File: config.mk
export PLATFORM = sky130hd
export DESIGN_NAME = operand_loader_flat
export DESIGN_NICKNAME = d
export VERILOG_FILES = /design/src/rtl/operand_loader_pkg.sv /design/src/rtl/operand_loader_if.sv /design/src/rtl/strobe_debouncer.sv /design/src/rtl/operand_loader.sv /design/src/flat_wrapper.sv
export SDC_FILE = /design/constraint.sdc
export NUM_CORES = 1
export LEC_CHECK = 0
export BUFFER_PORTS_ARGS = -buffer_cell sky130_fd_sc_hd__buf_2
export CAP_MARGIN = 20
export CORE_MARGIN = 2
export CORE_UTILIZATION = 47
export CTS_BUF_LIST = sky130_fd_sc_hd__clkbuf_4 sky130_fd_sc_hd__clkbuf_8 sky130_fd_sc_hd__clkbuf_16
export DETAILED_ROUTE_END_ITERATION = 10
export GPL_TIMING_DRIVEN = 1
export PLACE_DENSITY_LB_ADDON = 0.05
export SYNTH_ARGS = -nofsm -noshare
export SYNTH_HDL_FRONTEND = slang
export SYNTH_HIERARCHICAL = 1
export SYNTH_SLANG_ARGS = --single-unit
File: constraint.sdc
create_clock -name clk -period 1 [get_ports clk]
set_input_delay 0 -clock clk [delete_from_list [all_inputs] [get_ports clk]]
set_output_delay 0 -clock clk [all_outputs]
set_load 0.05 [all_outputs]
File: src/rtl/operand_loader_pkg.sv
// Shared types and constants for the operand loader.
// Debouncing is compiled in only when OPLOAD_DEBOUNCE_EN is defined.
package operand_loader_pkg;

  localparam int unsigned DEFAULT_DATA_W       = 4;
  localparam int unsigned DEFAULT_NUM_OPS      = 4;
  localparam int unsigned DEFAULT_DEBOUNCE_CYC = 8;

  typedef enum logic [1:0] {
    StIdle,
    StCapture,
    StNotify
  } state_e;

  // Counter must hold DEBOUNCE_CYC-1; a 1-cycle debounce still needs one bit.
  function automatic int unsigned cnt_width(input int unsigned cyc);
    return (cyc > 1) ? $clog2(cyc) : 1;
  endfunction

  localparam int unsigned DEB_CNT_W = cnt_width(DEFAULT_DEBOUNCE_CYC);

endpackage

File: src/rtl/operand_loader_if.sv
// Update channel from the operand loader to the compute block: operands plus
// a valid/ready event carrying the mask of operands just written.
interface operand_loader_if
  import operand_loader_pkg::*;
#(
  parameter int unsigned DATA_W  = DEFAULT_DATA_W,
  parameter int unsigned NUM_OPS = DEFAULT_NUM_OPS
) ();

  logic [NUM_OPS*DATA_W-1:0] ops_out;
  logic                      upd_valid;
  logic [NUM_OPS-1:0]        upd_mask;
  logic                      upd_ready;

  modport master (
    output ops_out,
    output upd_valid,
    output upd_mask,
    input  upd_ready
  );

  modport slave (
    input  ops_out,
    input  upd_valid,
    input  upd_mask,
    output upd_ready
  );

endinterface

File: src/rtl/strobe_debouncer.sv
// One load strobe: 2-flop synchroniser, optional debounce counter
// (OPLOAD_DEBOUNCE_EN) and a one-cycle pulse on each accepted rising edge.
module strobe_debouncer
  import operand_loader_pkg::*;
#(
  parameter int unsigned DEBOUNCE_CYC = DEFAULT_DEBOUNCE_CYC,
  parameter int unsigned CNT_W        = DEB_CNT_W
) (
  input  logic clk,
  input  logic rst_n,
  input  logic strobe_i,
  output logic rise_o
);

  logic sync1_q, sync2_q;
  logic level;
  logic prev_q;

  always_ff @(posedge clk or negedge rst_n) begin
    if (!rst_n) begin
      sync1_q <= 1'b0;
      sync2_q <= 1'b0;
    end else begin
      sync1_q <= strobe_i;
      sync2_q <= sync1_q;
    end
  end

`ifdef OPLOAD_DEBOUNCE_EN
  localparam logic [CNT_W-1:0] CntMax = CNT_W'(DEBOUNCE_CYC - 1);

  logic             deb_q, deb_d;
  logic [CNT_W-1:0] cnt_q, cnt_d;

  // Counter measures how long the synced level has disagreed with the accepted one.
  always_comb begin
    deb_d = deb_q;
    cnt_d = cnt_q;
    if (sync2_q == deb_q) begin
      cnt_d = '0;
    end else if (cnt_q == CntMax) begin
      deb_d = sync2_q;
      cnt_d = '0;
    end else begin
      cnt_d = cnt_q + CNT_W'(1);
    end
  end

  always_ff @(posedge clk or negedge rst_n) begin
    if (!rst_n) begin
      deb_q <= 1'b0;
      cnt_q <= '0;
    end else begin
      deb_q <= deb_d;
      cnt_q <= cnt_d;
    end
  end

  assign level = deb_q;
`else
  logic unused_cfg;
  assign unused_cfg = ^{DEBOUNCE_CYC, CNT_W};
  assign level      = sync2_q;
`endif

  always_ff @(posedge clk or negedge rst_n) begin
    if (!rst_n) begin
      prev_q <= 1'b0;
    end else begin
      prev_q <= level;
    end
  end

  assign rise_o = level & ~prev_q;

endmodule

File: src/rtl/operand_loader.sv
// Operand loader: synchronised switch nibble written into operand registers on
// debounced strobe presses (debounce enabled by OPLOAD_DEBOUNCE_EN), one
// valid/ready event per press.
module operand_loader
  import operand_loader_pkg::*;
#(
  parameter int unsigned DATA_W       = DEFAULT_DATA_W,
  parameter int unsigned NUM_OPS      = DEFAULT_NUM_OPS,
  parameter int unsigned DEBOUNCE_CYC = DEFAULT_DEBOUNCE_CYC
) (
  input  logic               clk,
  input  logic               rst_n,
  input  logic [DATA_W-1:0]  data_in_i,
  input  logic [NUM_OPS-1:0] load_req_i,
  output logic               busy_o,
  operand_loader_if.master   upd
);

  logic [DATA_W-1:0]         data_sync1_q, data_sync2_q;
  logic [NUM_OPS-1:0]        rise;
  state_e                    state_q, state_d;
  logic [NUM_OPS-1:0]        pending_q, pending_d;
  logic [NUM_OPS-1:0]        mask_q, mask_d;
  logic [NUM_OPS*DATA_W-1:0] ops_q, ops_d;

  always_ff @(posedge clk or negedge rst_n) begin
    if (!rst_n) begin
      data_sync1_q <= '0;
      data_sync2_q <= '0;
    end else begin
      data_sync1_q <= data_in_i;
      data_sync2_q <= data_sync1_q;
    end
  end

  for (genvar i = 0; i < NUM_OPS; i++) begin : g_strobe
    strobe_debouncer #(
      .DEBOUNCE_CYC (DEBOUNCE_CYC),
      .CNT_W        (cnt_width(DEBOUNCE_CYC))
    ) u_debouncer (
      .clk      (clk),
      .rst_n    (rst_n),
      .strobe_i (load_req_i[i]),
      .rise_o   (rise[i])
    );
  end

  always_comb begin
    state_d   = state_q;
    pending_d = pending_q | rise;
    mask_d    = mask_q;
    ops_d     = ops_q;
    unique case (state_q)
      StIdle: begin
        if (pending_q != '0) state_d = StCapture;
      end
      StCapture: begin
        for (int unsigned i = 0; i < NUM_OPS; i++) begin
          if (pending_q[i]) ops_d[i*DATA_W +: DATA_W] = data_sync2_q;
        end
        mask_d    = pending_q;
        // Edges landing in this same cycle survive for the next event.
        pending_d = rise;
        state_d   = StNotify;
      end
      StNotify: begin
        if (upd.upd_ready) state_d = StIdle;
      end
      default: state_d = StIdle;
    endcase
  end

  always_ff @(posedge clk or negedge rst_n) begin
    if (!rst_n) begin
      state_q   <= StIdle;
      pending_q <= '0;
      mask_q    <= '0;
      ops_q     <= '0;
    end else begin
      state_q   <= state_d;
      pending_q <= pending_d;
      mask_q    <= mask_d;
      ops_q     <= ops_d;
    end
  end

  assign upd.ops_out   = ops_q;
  assign upd.upd_valid = (state_q == StNotify);
  assign upd.upd_mask  = mask_q;
  assign busy_o        = (state_q != StIdle) || (pending_q != '0);

endmodule

File: src/flat_wrapper.sv
// flat-port wrapper written by rule: the top's interface ports become plain ports
module operand_loader_flat import operand_loader_pkg::*;
#(
  parameter int unsigned DATA_W       = DEFAULT_DATA_W,
  parameter int unsigned NUM_OPS      = DEFAULT_NUM_OPS,
  parameter int unsigned DEBOUNCE_CYC = DEFAULT_DEBOUNCE_CYC
)
  (clk, rst_n, data_in_i, load_req_i, busy_o, upd_ops_out, upd_upd_valid, upd_upd_mask, upd_upd_ready);
  operand_loader_if #(.DATA_W(DATA_W), .NUM_OPS(NUM_OPS)) upd_i ();
  input  logic clk;
  input  logic rst_n;
  input  logic [DATA_W-1:0] data_in_i;
  input  logic [NUM_OPS-1:0] load_req_i;
  output logic busy_o;
  output wire logic [$bits(upd_i.ops_out)-1:0] upd_ops_out;
  output wire logic [$bits(upd_i.upd_valid)-1:0] upd_upd_valid;
  output wire logic [$bits(upd_i.upd_mask)-1:0] upd_upd_mask;
  input wire logic [$bits(upd_i.upd_ready)-1:0] upd_upd_ready;
  assign upd_ops_out = upd_i.ops_out;
  assign upd_upd_valid = upd_i.upd_valid;
  assign upd_upd_mask = upd_i.upd_mask;
  assign upd_i.upd_ready = upd_upd_ready;
  operand_loader #(.DATA_W(DATA_W), .NUM_OPS(NUM_OPS), .DEBOUNCE_CYC(DEBOUNCE_CYC)) u_core (.clk(clk), .rst_n(rst_n), .data_in_i(data_in_i), .load_req_i(load_req_i), .busy_o(busy_o), .upd(upd_i));
endmodule
==> results of run 1 <==
-- worst paths after layout --
| check | endpoint | slack, ns | cells after the start | start |
|---|---|---|---|---|
| min in group clk | u_core/g_strobe[0].u_debouncer/sync1_q | 0.27 | 2 | load_req_i[0] |
| worst max register to register | u_core/upd.ops_out[4] | -0.34 | 5 | u_core/pending_q[1] |
| max in group asynchronous | u_core/state_q[0] | 0.64 | 3 | rst_n |
| worst max-delay path | busy_o | -0.38 | 4 | u_core/pending_q[1] |
| worst min-delay path | u_core/upd.upd_mask[3] | 0.14 | 3 | rst_n |
| worst min register to register | u_core/g_strobe[3].u_debouncer/level | 0.36 | 0 | u_core/g_strobe[3].u_debouncer/sync1_q |
-- metrics by stage --
stage                     hold WS (ns)   util  total power [W]  instance area [sq um]  setup slack [ns]
final                            0.136  0.736          0.00820                   2260            -0.383
after global routing             0.141  0.736          0.00863                   2260            -0.501
after CTS                        0.136  0.672          0.00743                   2070            -0.408
after detailed placement      -0.00225  0.578          0.00601                   1780            -0.259
after global placement        -0.00718  0.578          0.00592                   1780            -0.235
after floorplan                 -0.296      -          0.00525                   1540           -0.0609
-- per-layer routing --
metal | part of all wire | routed length (microns)
met1 | 0.44 | 1210
met2 | 0.48 | 1310
met3 | 0.057 | 155
met4 | 0.018 | 48
met5 | 0 | 0
-- power breakdown --
group | switching (W) | internal [W] | total [W]
Sequential | 0.000458 | 0.00245 | 0.00291
Combinational | 0.00233 | 0.00210 | 0.00443
Clock | 0.000581 | 0.000274 | 0.000854
-- timing repair --
action                                 in CTS  in global routing
endpoints found under the hold margin      55                  0
setup endpoints to repair                  42                 47
pin swaps                                   1                  0
hold buffers                               10                  0
resized for setup                          27                 40
setup buffers                               7                 11
-- Yosys cell counts --
cell | instances | area share
dfrtp_1 | 46 | 0.75
mux2_2 | 16 | 0.12
a21bo_2 | 4 | 0.026
a21o_1 | 4 | 0.020
nand3b_1 | 4 | 0.020
nor2b_4 | 4 | 0.036
nand2b_1 | 2 | 0.0082
buf_2 | 1 | 0.0033
inv_1 | 1 | 0.0024
nand2_1 | 1 | 0.0024
nor2_1 | 1 | 0.0024
nor3_1 | 1 | 0.0033
nor4_1 | 1 | 0.0041
o21ai_0 | 1 | 0.0033
-- registers in the layout, indices dropped and copies added, names as in the netlist --
name	flops
u_core/state_q	2
u_core/g_strobe.u_debouncer/level	4
u_core/g_strobe.u_debouncer/sync1_q	4
u_core/data_sync2_q	4
u_core/pending_q	4
u_core/data_sync1_q	4
u_core/upd.ops_out	16
u_core/g_strobe.u_debouncer/prev_q	4
u_core/upd.upd_mask	4
-- critical path, stage by stage, from the launching register on --
cell and delay [ns]:
dfrtp_1 0.43, nor4_2 0.25, buf_4 0.15, nand2_2 0.05
buf_6 0.15
-- area by class of cell --
class | instances | area, sq um | share of cell area
flip-flops and latches | 46 | 1150 | 0.509
repair buffers | 62 | 576 | 0.254
multi-input cells | 39 | 418 | 0.185
well taps | 44 | 55.1 | 0.0243
clock buffers | 5 | 37.5 | 0.0166
clock inverters | 3 | 21.3 | 0.00939
inverters | 1 | 3.75 | 0.00166
-- cell families (layout without fill, tap and decap cells) --
| logic type | after synthesis | after routing | share of synthesized area |
|---|---|---|---|
| AOI/OAI and AO/OA | 9 | 9 | 0.0490 |
| buffers and inverters | 2 | 71 | 0.00571 |
| DFF | 46 | 46 | 0.752 |
| muxes | 16 | 16 | 0.118 |
| and+or+nand+nor | 14 | 14 | 0.0760 |
==> qor.csv, run 1 <==
metric,value,unit
run status,"finished, violations left",
failing checks,negative setup slack,
Die H,61.1,microns
"Slew Viols, Final",0,
M1 GR Usage,0.208,
Non-Filler Instances,200,
Peak VDD IR,0.00273,V
fin worst setup slack,-0.383,ns
Finish-stage setup viols,28,
M2 GR Usage,0.240,
final worst path period need,1.38,ns
htree depth,2,
CTS buffer count,5,
vias per inst,4.68,
FP Rows,20,
first-pass GRT wire length,4060,microns
crit-path max FO,2,
"most common cell after layout, fill and taps aside",dfrtp_1,
GRT overflow,0,
Inserted Diodes,0,
DR vias,936,
Power Dens Cells,3620,nW/um^2
net count after synthesis,98,
cell area after synthesis,1530,sq um
Fin Clk Skew,0.00562,ns
GP Congestion,0.659,
Port-buffer cells,32,
largest net degree at the start of global routing,47,
"Reg clk slew, reported paths",0.13,ns
final hold viol count,0,
CP Class,reg -> out,
# fillers,202,
RSZ-0062 raised after global routing,yes,
NumNets Final,166,
Leak,1.11,nW
Least-Margin Pin Slew,0.352,ns
Floorplan Core Area,3080,sq um
Initial Utilization,0.498,
met3 Use GR,0.0756,
fin crit share,1.38,
share of cells above drive strength 1,0.564,
global routing's busiest layer,met2,
vias in the first global route,858,
CTS tree,done,
Die ar.,3730,sq um
DR pass1 iterations,4,
Worst Hold Class,in -> async,
Max Clock Freq,723,MHz
Post-route DRC,0,
Die X,61.1,microns
# Max-Cap Violations,0,
dpl hpwl,1620,microns
Worst slew margin,0.766,
Inst Count DP,165,
CP endpoint kind,output pin,
initial antenna violation count,0,
Sink Count,46,
clock buffer depth,2,
crit path DAT,1.38,ns
Area growth syn-to-layout,47.9,%
IO Pins,33,
most frequent cells in the layout,"44 x dfrtp_1, 26 x buf_6, 15 x buf_4",
yosys warns,6,
Worst-Skew Late Latency,0.35,ns
"Seq/Total Area, Yosys",0.752,
required time worst endpoint,1.00,ns
cell count after synthesis,87,
Unique masters post-synth,14,
post-route ant nets,0,
Critical Path Start Type,flop,
post-synthesis register bit count,46,
Avg Inst Size Synth,17.6,sq um
Setup TNS,-5.56,ns
Tot GR Track Use,0.163,
final wirelength,2720,microns
initial DRC count,13,
root buffer cell,clkbuf_4,
WL per Instance,13.6,microns
Power figures use the tool's default switching activity.
==> inputs of run 2 (changes only) <==
--- a/config.mk
+++ b/config.mk
@@ -7,6 +7,7 @@
 export LEC_CHECK = 0
 export BUFFER_PORTS_ARGS = -buffer_cell sky130_fd_sc_hd__buf_2
 export CAP_MARGIN = 20
+export CORE_ASPECT_RATIO = 0.6
 export CORE_MARGIN = 2
 export CORE_UTILIZATION = 47
 export CTS_BUF_LIST = sky130_fd_sc_hd__clkbuf_4 sky130_fd_sc_hd__clkbuf_8 sky130_fd_sc_hd__clkbuf_16
==> run 2 against run 1 <==
Net effect:
- the flow still finishes with violations (negative setup slack)
- die area rose by 0.41%
- via count decreased by 3.0%
- first-iteration DRC count increased by 69%
- design area is 5.1% lower
- routed wire length up 5.4%
- sequential share of layout area grew 2.7 points
- cell count decreased by 4.0%
- fmax up 2.6%
- largest cell class unchanged
==> qor.csv, run 2 (same netlist as run 1, synthesis figures left out) <==
metric,value,unit
Fin Clk Skew,0.00950,ns
IO Pins,33,
fin crit share,1.35,
global routing's busiest layer,met2,
Finish-stage setup viols,27,
Worst Hold Class,in -> async,
final worst path period need,1.35,ns
"Slew Viols, Final",0,
Inst Count DP,165,
Largest register FFs,16,
fin worst setup slack,-0.348,ns
initial DRC count,22,
Die X,77.7,microns
FF-to-FF setup slack,-0.33,ns
RSZ-0062 raised after global routing,yes,
Initial Utilization,0.513,
WL per Instance,15.0,microns
M2 GR Usage,0.281,
CP endpoint kind,output pin,
Port-buffer cells,32,
clock buffer depth,2,
Crit Reg-Reg Startpoint,u_core/pending_q[3],
CTS buffer count,5,
GP Congestion,0.701,
Tot GR Track Use,0.174,
Area growth syn-to-layout,40.4,%
Worst slew margin,0.822,
"Reg clk slew, reported paths",0.09,ns
dpl hpwl,1760,microns
required time worst endpoint,1.00,ns
Floorplan Core Area,2980,sq um
CP Class,reg -> out,
Sink Count,46,
# Max-Cap Violations,0,
Post-route DRC,0,
DR vias,908,
root buffer cell,clkbuf_8,
Reg2Reg Depth,5,
Critical Path Start Type,flop,
NumNets Final,160,
Non-Filler Instances,192,
met3 Use GR,0.0556,
run status,"finished, violations left",
crit-path max FO,2,
final wirelength,2870,microns
Max Clock Freq,742,MHz
htree depth,2,
Multi-input gate area,445,sq um
final hold viol count,0,
post-route ant nets,0,
register area,1150,sq um
FP Rows,15,
Die H,48.2,microns
vias in the first global route,914,
initial antenna violation count,0,
Inserted Diodes,0,
vias per inst,4.73,
Least-Margin Pin Slew,0.266,ns
"most common cell after layout, fill and taps aside",dfrtp_1,
first-pass GRT wire length,4590,microns
failing checks,negative setup slack,
Worst-Skew Late Latency,0.29,ns
worst r2r dst,u_core/upd.ops_out[12],
CTS tree,done,
GRT overflow,0,
most frequent cells in the layout,"45 x dfrtp_1, 30 x buf_2, 10 x dlygate4sd3_1",
share of cells above drive strength 1,0.560,
crit path DAT,1.35,ns
DR pass1 iterations,2,
# fillers,198,
Die ar.,3750,sq um
M1 GR Usage,0.226,
largest net degree at the start of global routing,47,
## run 2: worst max-delay path by stage
| stage | slack [ns] | endpoint | cells past startpoint | startpoint |
|---|---|---|---|---|
| 5_1_grt | -0.48 | busy_o | 4 | u_core/pending_q[3] |
| 4_1_cts | -0.35 | busy_o | 4 | u_core/pending_q[3] |
| 2_1_floorplan | -0.06 | u_core/upd.ops_out[0] | 2 | u_core/state_q[0] |
| 3_5_place_dp | -0.26 | u_core/upd.ops_out[6] | 2 | u_core/state_q[1] |
| 3_3_place_gp | -0.22 | u_core/upd.ops_out[15] | 2 | u_core/state_q[1] |
| 6_report | -0.35 | busy_o | 4 | u_core/pending_q[1] |
## run 2: layout make-up
class	instances	share of cell area
Sequential cell	46	0.536
Multi-Input combinational cell	40	0.207
Timing Repair Buffer	55	0.189
Clock buffer	5	0.0320
Tap cell	42	0.0244
Clock inverter	3	0.00990
Inverter	1	0.00175
## run 2: timing repair
| action | in CTS | in global routing |
|---|---|---|
| gates resized for setup | 17 | 11 |
| gates cloned | 1 | 0 |
| buffers inserted | 7 | 3 |
| hold endpoints to repair | 55 | 0 |
| endpoints found under the setup margin | 28 | 28 |
| pin swaps | 3 | 2 |
| hold buffers | 10 | 0 |
## run 2: per-stage QoR
stage               TNS [ns]   util  hold slack (ns)  area [sq um]  setup WS, ns
global placement       -3.90  0.600         -0.00949          1790        -0.218
detailed placement     -4.87  0.600         -0.00494          1790        -0.256
CTS                    -4.28  0.706            0.206          2110        -0.354
finish                 -4.73  0.720            0.200          2150        -0.348
global route           -6.01  0.720            0.222          2150        -0.482
floorplan             -0.993      -           -0.296          1540       -0.0609
## run 2: metal layers
layer,up-vias,routed length (microns),share of wire
met3,5,126,0.044
met1,459,1380,0.48
met4,0,25,0.0087
li1,422,-,-
met2,22,1340,0.47
met5,-,0,0
## run 2: worst max-delay path, stage by stage, from the launching register on
cell and delay, ns:
dfrtp_1 0.42, nor4_2 0.27, buf_4 0.16, nand2_2 0.05
buf_6 0.15
Power of run 2 is left out: the tool's default activity adds up to more than one toggle a clock period on the data nets, which glitch-free logic cannot reach.
==> inputs of run 3 (changes only) <==
--- a/config.mk
+++ b/config.mk
@@ -5,6 +5,7 @@
 export SDC_FILE = /design/constraint.sdc
 export NUM_CORES = 1
 export LEC_CHECK = 0
+export ABC_AREA = 1
 export BUFFER_PORTS_ARGS = -buffer_cell sky130_fd_sc_hd__buf_2
 export CAP_MARGIN = 20
 export CORE_ASPECT_RATIO = 0.6
==> run 3 against run 2 <==
Net effect:
- the flow still finishes with violations (negative setup slack)
- first-iteration DRC count rose to 3.4 times the previous value
- clock skew fell by 0.0037 ns
- fmax rose by 15%
- largest cell class unchanged
- clock-buffer cell count rose by 1
==> qor.csv, run 3 <==
metric,value,unit
run status,"finished, violations left",
failing checks,negative setup slack,
"most common cell after layout, fill and taps aside",nand2_1,
# fillers,272,
most frequent cells in the layout,"47 x nand2_1, 43 x dfrtp_1, 30 x buf_2",
Area growth syn-to-layout,37.3,%
Unique masters post-synth,13,
Leak,1.13,nW
Peak VDD IR,0.00172,V
cell area after synthesis,1590,sq um
FP Rows,16,
Reg2Reg Depth,5,
Async SR Flop Fraction,1.00,
first-pass GRT wire length,5130,microns
Finish-stage setup viols,24,
"Slew Viols, Final",0,
Inserted Diodes,0,
Min Hold Slack,0.198,ns
final hold viol count,0,
initial antenna violation count,0,
post-layout util,0.672,
Fin Clk Skew,0.00578,ns
# Max-Cap Violations,0,
Power Dens Cells,3560,nW/um^2
FF-to-FF setup slack,-0.14,ns
yosys warns,6,
dpl hpwl,1970,microns
top cell type by total area after synthesis,dfrtp_1,
Synth area leaders,"dfrtp_1 72%, nand2_1 12%, nand4_1 6.3%",
cell count after synthesis,142,
Tot GR Track Use,0.180,
root buffer cell,clkbuf_8,
Die X,79.0,microns
Port-buffer cells,32,
Synth top area share,0.725,
crit path DAT,1.17,ns
Synth top cells by count,"49 x nand2_1, 46 x dfrtp_1, 16 x nand4_1, 12 x inv_1",
GRT overflow,0,
Least-Margin Pin Slew,0.255,ns
Sink Count,46,
vias per inst,4.74,
Critical Path Start Type,flop,
Floorplan Core Area,3240,sq um
share of cells above drive strength 1,0.356,
worst r2r dst,u_core/upd.ops_out[12],
Die H,49.0,microns
initial DRC count,74,
CTS buffer count,5,
GP Congestion,0.752,
Largest register FFs,16,
"Reg clk slew, reported paths",0.08,ns
DR pass1 iterations,4,
Max Clock Freq,855,MHz
htree depth,2,
Initial Utilization,0.490,
post-synthesis register bit count,46,
NumNets Final,212,
worst stage delay on the critical path,0.43,ns
vias in the first global route,1125,
WL per Instance,12.7,microns
largest net degree at the start of global routing,47,
fin crit share,1.17,
Worst slew margin,0.831,
post-route ant nets,0,
clock buffer depth,2,
most frequent cell after synthesis,nand2_1,
required time worst endpoint,1.00,ns
top_reg_cell synth,dfrtp_1,
Worst Hold Class,in -> async,
final worst path period need,1.17,ns
RSZ-0062 raised after global routing,yes,
DR vias,1170,
Crit Reg-Reg Startpoint,u_core/state_q[1],
slowest CP cell,dfrtp_2,
Post-synth EDFFs,0,
CP Class,reg -> out,
Worst-Skew Late Latency,0.30,ns
CTS tree,done,
worst path cell trace,buf_6 > nor2_4 > nand3_2 > buf_8,
Avg Inst Size Synth,11.2,sq um
crit-path max FO,3,
Die ar.,3870,sq um
fin worst setup slack,-0.169,ns
net count after synthesis,153,
CP endpoint kind,output pin,
"Seq/Total Area, Yosys",0.725,
final wirelength,3130,microns
IO Pins,33,
Post-route DRC,0,
## run 3: cell count changes in the layout (fill, tap and decap cells not counted), moves of 5 or more
cell     before  now
nand2_1       0   47
mux2_4        8    0
inv_1         0   10
buf_6         8    3
nand4_1       0   16
nor2_2        0    6
mux2_2        8    0
## run 3: cell type report
type | count | area (sq um) | share of cell area
Sequential cell | 46 | 1150 | 0.530
Clock inverter | 2 | 12.5 | 0.00574
Timing Repair inverter | 1 | 7.51 | 0.00344
Inverter | 12 | 48.8 | 0.0224
Tap cell | 45 | 56.3 | 0.0258
Multi-Input combinational cell | 81 | 410 | 0.188
Clock buffer | 6 | 82.6 | 0.0379
Timing Repair Buffer | 54 | 407 | 0.187
## run 3: critical path: cells and delay by family (launching register included)
family	cells	cell delay [ns]
DFF	1	0.43
and+or+nand+nor	2	0.16
buffers and inverters	2	0.29
## run 3: stage by stage
step                      TNS (ns)  instance area (sq um)  setup WS [ns]  total power (W)  instances
after global routing         -3.73                   2180         -0.219          0.00822        247
after detailed placement     -1.45                   1870         -0.109          0.00614        223
after global placement      -0.892                   1870        -0.0620          0.00608        223
after floorplan                  0                   1590         0.0277          0.00518        142
after CTS                    -2.33                   2120         -0.154          0.00754        243
final                        -1.96                   2180         -0.169          0.00775        247
## run 3: power breakdown
part	switching (W)	total, W	leakage (nW)	internal [W]
logic	0.00266	0.00379	0.535	0.00113
clock network	0.000611	0.00117	0.0472	0.000555
registers	0.000369	0.00280	0.548	0.00243
total	0.00364	0.00775	1.13	0.00411
## run 3: kinds of logic after synthesis
family / synth area share
AND/OR/NAND/NOR: 0.225
flip-flops: 0.725
buffers and inverters: 0.0441
AO/OA/AOI/OAI: 0.00630
## run 3: worst max-delay path by stage
stage	from	endpoint	slack [ns]	cells past startpoint
6_report	u_core/state_q[1]	busy_o	-0.17	4
5_1_grt	u_core/state_q[1]	busy_o	-0.22	4
4_1_cts	u_core/state_q[0]	busy_o	-0.15	4
3_5_place_dp	u_core/state_q[1]	u_core/upd.ops_out[12]	-0.11	4
3_3_place_gp	u_core/state_q[1]	u_core/upd.upd_mask[3]	-0.06	4
2_1_floorplan	u_core/state_q[0]	busy_o	0.03	3
## run 3: per-layer routing
layer / share of wire / GRT usage / vias up
met1: 0.49 / 0.249 / 559
met5: 0 / 0 / -
li1: - / - / 574
met2: 0.45 / 0.261 / 30
met4: 0.020 / 0.0862 / 0
met3: 0.046 / 0.0574 / 7
## run 3: repair_timing
item / 4_1_cts / 5_1_grt
buffers inserted: 2 / 2
hold endpoints to repair: 55 / 0
setup endpoints to repair: 27 / 27
hold buffers: 10 / 0
resized for setup: 12 / 12
cloned: 0 / 2
